### src/rtl/fft_pkg.sv
// Shared types and size constants for the FFT stage sequencer.
package fft_pkg;

  // Sequencer FSM states
  typedef enum logic [1:0] {
    IDLE = 2'd0,
    RUN  = 2'd1,
    GAP  = 2'd2,
    DONE = 2'd3
  } fsm_state_t;

  // Default transform size and the constants derived from it
  localparam int DEF_LOG2_N = 4;
  localparam int N          = 1 << DEF_LOG2_N;
  localparam int HALF_N     = N / 2;
  localparam int STG_W      = $clog2(DEF_LOG2_N);

  // Gap counter width covers the full 0..15 gap range
  localparam int GAP_W = 4;

  // Butterflies per stage for a given log2 size
  function automatic int half_n_of(input int log2n);
    return (1 << log2n) / 2;
  endfunction

endpackage

### src/rtl/flex_counter.sv
// Generic up-counter with synchronous clear, enable and a registered
// rollover flag that is high while the count equals rollover_val.
module flex_counter #(
  parameter int NUM_CNT_BITS = 4
) (
  input  logic                    clk,
  input  logic                    n_rst,
  input  logic                    clear,
  input  logic                    count_enable,
  input  logic [NUM_CNT_BITS-1:0] rollover_val,
  output logic [NUM_CNT_BITS-1:0] count_out,
  output logic                    rollover_flag
);

  logic [NUM_CNT_BITS-1:0] r_count;
  logic                    r_flag;
  logic [NUM_CNT_BITS-1:0] w_count_next;

  // Next count: clear wins, otherwise step and wrap to zero after rollover_val
  always_comb begin
    w_count_next = r_count;
    if (clear) begin
      w_count_next = '0;
    end else if (count_enable) begin
      if (r_count == rollover_val) begin
        w_count_next = '0;
      end else begin
        w_count_next = r_count + 1'b1;
      end
    end
  end

  // Count and flag registers; the flag tracks the value being loaded
  always_ff @(posedge clk or negedge n_rst) begin
    if (!n_rst) begin
      r_count <= '0;
      r_flag  <= 1'b0;
    end else begin
      r_count <= w_count_next;
      r_flag  <= (w_count_next == rollover_val);
    end
  end

  assign count_out     = r_count;
  assign rollover_flag = r_flag;

endmodule

### src/rtl/fft_stage_sequencer.sv
// In-place radix-2 DIT FFT stage sequencer: walks LOG2_N stages of N/2
// butterflies, emitting operand addresses and twiddle index for each, with
// an idle gap between stages so datapath write-backs settle.
module fft_stage_sequencer #(
  parameter int LOG2_N     = 4,
  parameter int GAP_CYCLES = 3,
  parameter int STG_W      = $clog2(LOG2_N)
) (
  input  logic              clk,
  input  logic              rst,
  input  logic              start,
  input  logic              abort,
  input  logic              bf_ready,
  output logic              busy,
  output logic              bf_valid,
  output logic [LOG2_N-1:0] addr_a,
  output logic [LOG2_N-1:0] addr_b,
  output logic [LOG2_N-2:0] tw_idx,
  output logic [STG_W-1:0]  stage,
  output logic              last_bf,
  output logic              done
);
  import fft_pkg::*;

  localparam int                BF_PER_STG = half_n_of(LOG2_N);
  localparam logic [LOG2_N-1:0] J_LAST     = LOG2_N'(BF_PER_STG - 1);
  localparam logic [STG_W-1:0]  S_LAST     = STG_W'(LOG2_N - 1);
  localparam logic [GAP_W-1:0]  G_LAST     = GAP_W'(GAP_CYCLES - 1);

  fsm_state_t        r_state;
  logic [STG_W-1:0]  r_stage;
  logic [GAP_W-1:0]  r_gap_cnt;

  logic [LOG2_N-1:0] w_j;
  logic              w_j_last;
  logic              w_transfer;
  logic              w_stage_end;
  logic              w_start_go;
  logic              w_j_clear;
  logic              w_cnt_n_rst;

  logic [LOG2_N-1:0] w_one_s;
  logic [LOG2_N-1:0] w_pos;
  logic [LOG2_N-1:0] w_grp;
  logic [LOG2_N-1:0] w_base_a;
  logic [STG_W-1:0]  w_tw_shift;
  logic [LOG2_N-2:0] w_tw;

  assign bf_valid    = (r_state == RUN);
  assign busy        = (r_state != IDLE);
  assign done        = (r_state == DONE);
  assign stage       = r_stage;
  assign w_transfer  = bf_valid & bf_ready;
  assign w_stage_end = w_transfer & w_j_last;
  assign w_start_go  = (r_state == IDLE) & start & ~abort;

  // The butterfly counter restarts on a new transform, on cancel, at the end
  // of every stage, and while reset is held so reset behaves synchronously.
  assign w_j_clear   = rst | abort | w_start_go | w_stage_end;
  assign w_cnt_n_rst = ~rst;

  flex_counter #(
    .NUM_CNT_BITS (LOG2_N)
  ) u_j_cnt (
    .clk           (clk),
    .n_rst         (w_cnt_n_rst),
    .clear         (w_j_clear),
    .count_enable  (w_transfer),
    .rollover_val  (J_LAST),
    .count_out     (w_j),
    .rollover_flag (w_j_last)
  );

  // Sequencer FSM with stage register and inter-stage gap counter
  always_ff @(posedge clk) begin
    if (rst) begin
      r_state   <= IDLE;
      r_stage   <= '0;
      r_gap_cnt <= '0;
    end else if (abort) begin
      r_state   <= IDLE;
      r_stage   <= '0;
      r_gap_cnt <= '0;
    end else begin
      case (r_state)
        IDLE: begin
          if (start) begin
            r_state   <= RUN;
            r_stage   <= '0;
            r_gap_cnt <= '0;
          end
        end
        RUN: begin
          if (w_stage_end) begin
            if (r_stage == S_LAST) begin
              r_state <= DONE;
            end else begin
              r_stage   <= r_stage + 1'b1;
              r_gap_cnt <= '0;
              r_state   <= (GAP_CYCLES == 0) ? RUN : GAP;
            end
          end
        end
        GAP: begin
          if (r_gap_cnt == G_LAST) begin
            r_gap_cnt <= '0;
            r_state   <= RUN;
          end else begin
            r_gap_cnt <= r_gap_cnt + 1'b1;
          end
        end
        DONE: begin
          r_state <= IDLE;
          r_stage <= '0;
        end
        default: r_state <= IDLE;
      endcase
    end
  end

  // Butterfly address and twiddle generation from the registered j and s
  always_comb begin
    w_one_s    = LOG2_N'(1) << r_stage;
    w_pos      = w_j & (w_one_s - 1'b1);
    w_grp      = w_j >> r_stage;
    w_base_a   = ((w_grp << r_stage) << 1) | w_pos;
    w_tw_shift = S_LAST - r_stage;
    // pos < 2^s <= 2^(LOG2_N-1), so dropping its top bit loses nothing
    w_tw       = (LOG2_N-1)'(w_pos) << w_tw_shift;
  end

  assign addr_a  = bf_valid ? w_base_a : '0;
  assign addr_b  = bf_valid ? (w_base_a | w_one_s) : '0;
  assign tw_idx  = bf_valid ? w_tw : '0;
  assign last_bf = bf_valid & (r_stage == S_LAST) & (w_j == J_LAST);

endmodule

### config.mk
export PLATFORM = sky130hd
export DESIGN_NAME = fft_stage_sequencer
export DESIGN_NICKNAME = d
export VERILOG_FILES = /design/src/rtl/fft_pkg.sv /design/src/rtl/flex_counter.sv /design/src/rtl/fft_stage_sequencer.sv
export SDC_FILE = /design/constraint.sdc
export NUM_CORES = 1
export LEC_CHECK = 0
export ABC_CLOCK_PERIOD_IN_PS = 3900
export BUFFER_PORTS_ARGS = -buffer_cell sky130_fd_sc_hd__buf_2
export CAP_MARGIN = 20
export CORE_MARGIN = 4
export CORE_UTILIZATION = 58
export CTS_BUF_LIST = sky130_fd_sc_hd__clkbuf_4 sky130_fd_sc_hd__clkbuf_8
export DETAILED_ROUTE_END_ITERATION = 16
export PLACE_DENSITY = 0.95
export RECOVER_POWER = 100
export SYNTH_ARGS = -nofsm -noshare
export SYNTH_HDL_FRONTEND = slang
export SYNTH_SLANG_ARGS = --single-unit
### constraint.sdc
create_clock -name clk -period 3.9 [get_ports clk]
set_input_delay 0.39 -clock clk [delete_from_list [all_inputs] [get_ports clk]]
set_output_delay 0.39 -clock clk [all_outputs]
set_load 0.01 [all_outputs]
==> flow_metrics.tcl <==
set metrics [dict create \
    reg2reg_from "r_state[1]" \
    num_antenna_cells 0 \
    dpl.cell_count 161 \
    rows 14 \
    rsz0062_at_grt "no" \
    synth_area_per_cell_um2 8.46 \
    wl_per_cell_um 12.6 \
    regToRegEndpoint "r_gap_cnt[2]" \
    pwr_density_cell_nw_per_um2 227 \
    cp.arrival_ns 2.10 \
    synth_top_area_frac 0.156 \
    min_delay_path_depth 3 \
    num-fill-cells 143 \
    worstPathRequired_ns 3.51 \
    clk_pin_slew_ns 0.08 \
    post-synth-top-area-cell "dfxtp_1" \
    syn-cell-area_um2 1020 \
    area_delta_synth_final_pct 7.33 \
    clk_root_buffer_cell "clkbuf_4" \
    reg2reg_slack_ns 1.84 \
    synth_most_common_cell "nor2_1" \
    ys_ff_latch 13 \
    grt_pass1_vias 845 \
    synth_edf_count 0 \
    cts_tree "yes" \
    critical_path_class "reg2out" \
    layout-drive-gt1-share 0.106 \
    synth_common_cells "nor2_1, a21oi_1, inv_1, nand2_1" \
    gp_routability_congestion 0.837 \
    worst_slew_pin_slew_ns 0.532 \
    fmax_ghz 0.402 \
    clockBufferDepth 2 \
    hold_violations 0 \
    drc 0 \
    initial_core_util 0.642 \
    groute.usage.overall 0.184 \
    cts_resized 0 \
    start_kind "flop" \
    synthCells 121 \
    drtAntennaViolNets 0 \
    post_cts_buffers 0 \
    maxSlewViolCount 0 \
    numCtsBuffers 3 \
    synth.distinct_cells 41 \
    cts_hold_buf 1 \
    syn-num-nets 134 \
    outcome "complete, no violations" \
    num_io_pins 22 \
    hp-class "in2reg" \
    end_kind "output port" \
    period_needed_ns 2.49 \
    totalWireLength_mm 2.10 \
    port_buffers 21 \
    fp.dieW_um 50.0 \
    htree_levels 1 \
    peakVddDrop_uv 153 \
    die_h_um 50.0 \
    p_leak_nw 0.474 \
    power_mw 0.249 \
    yosys_warnings 0 \
    fin_util 0.689 \
    setup_violations 0 \
    synth.area.top_cells "dfxtp_1, dfrtp_1, ha_1" \
    instances_no_fill 166 \
    fin_crit_sh 0.638 \
    first_pass_iters 4 \
    die_area_um2 2500 \
    worstHoldStart "start" \
    routed-via-count 884 \
    grt_pass1_wl_mm 3.67 \
    synthFlopType "dfxtp_1" \
    hpwl_mm 1.62 \
    cts.sinks 13 \
    antenna_found_initial 0 \
    cp_max_fo 11 \
    clock-skew-final_ns 0.0114 \
    drtIter0Drc 12 \
    drv_cap 0 \
    yosysSeqAreaShare 0.279 \
    r2r_cells 5 \
    grt_max_degree 12 \
    grt_overflow 0 \
    finalSetupTns_ns 0 \
    synth-async-reset-ratio 0.385 \
    slew-limit-headroom 0.645 \
    clock_latency_ns 0.29 \
    final_nets 156 \
    via_per_inst 5.33 \
    hold_end "u_j_cnt.count_out[0]" \
    core-area_um2 1590 \
]
[worst max-delay path, stage by stage (launching register included)]
cell      delay (ns)
dfxtp_1         0.54
inv_1           0.19
ha_1            0.25
nand2b_1        0.19
o21a_1          0.19
a311oi_1        0.27
clkbuf_1        0.19
[cell families (layout without fill, tap and decap cells)]
logic type / after synthesis / in the layout / share of synthesized area
AOI/OAI and AO/OA: 30 / 30 / 0.236
xor gates and xnor gates: 2 / 2 / 0.0171
DFF: 13 / 13 / 0.279
buffers and inverters: 15 / 36 / 0.0819
adders and majority gates: 8 / 8 / 0.0978
muxes: 1 / 1 / 0.00978
and+or+nand+nor: 52 / 52 / 0.279
[state kept, by name, summed over array words and instances, names as in the netlist]
name and count:
r_gap_cnt 4, r_state 2, stage 2, u_j_cnt.count_out 4, u_j_cnt.rollover_flag 1
[per-stage QoR]
stage | setup WS (ns) | area [um^2] | hold WS, ns
final | 1.41 | 1100 | 0.440
after global routing | 1.30 | 1100 | 0.448
after CTS | 1.44 | 1150 | 0.435
after detailed placement | 1.76 | 1110 | 0.302
after global placement | 1.88 | 1110 | 0.290
after floorplan | 1.88 | 1020 | 0.169
[area by class of cell]
| class | instances | area [um^2] | area share |
|---|---|---|---|
| multi-input cells | 93 | 621 | 0.565 |
| flip-flops and latches | 13 | 285 | 0.260 |
| repair buffers | 22 | 93.8 | 0.0854 |
| inverters | 10 | 38.8 | 0.0353 |
| clock buffers | 4 | 30.0 | 0.0273 |
| well taps | 24 | 30.0 | 0.0273 |
[metal layers]
layer	track usage	wire [um]
met5	0	0
met4	0.0369	17
met3	0.0633	111
met2	0.302	987
met1	0.231	983
[layout by cell type (no fill, tap or decap), drive strengths merged, types with 2 or more instances in the layout]
cell type and count:
nor2 22, buf 4, a21oi 12, ha 8, a22oi 4, clkbuf 21
dfxtp 8, nand2b 3, inv 9, nand3 5, dfrtp 5, nand2 9
and2 2, xor2 2, a21o 3, and3b 2, o21a 2
[power breakdown]
| group | switching (mW) | internal, mW | leakage, nW |
|---|---|---|---|
| clock network | 0.0456 | 0.0468 | 0.0184 |
| logic | 0.0135 | 0.00766 | 0.321 |
| registers | 0.00143 | 0.134 | 0.134 |
| total | 0.0606 | 0.188 | 0.474 |
[how the worst max path moves through the flow]
stage	start	to	slack (ns)
after detailed placement	stage[0]	tw_idx[2]	1.76
after floorplan	stage[0]	tw_idx[2]	1.88
after global placement	stage[0]	tw_idx[2]	1.88
after global routing	stage[0]	tw_idx[2]	1.30
after CTS	stage[0]	tw_idx[2]	1.44
final	stage[0]	tw_idx[2]	1.41
(Power assumes the default switching activity.)
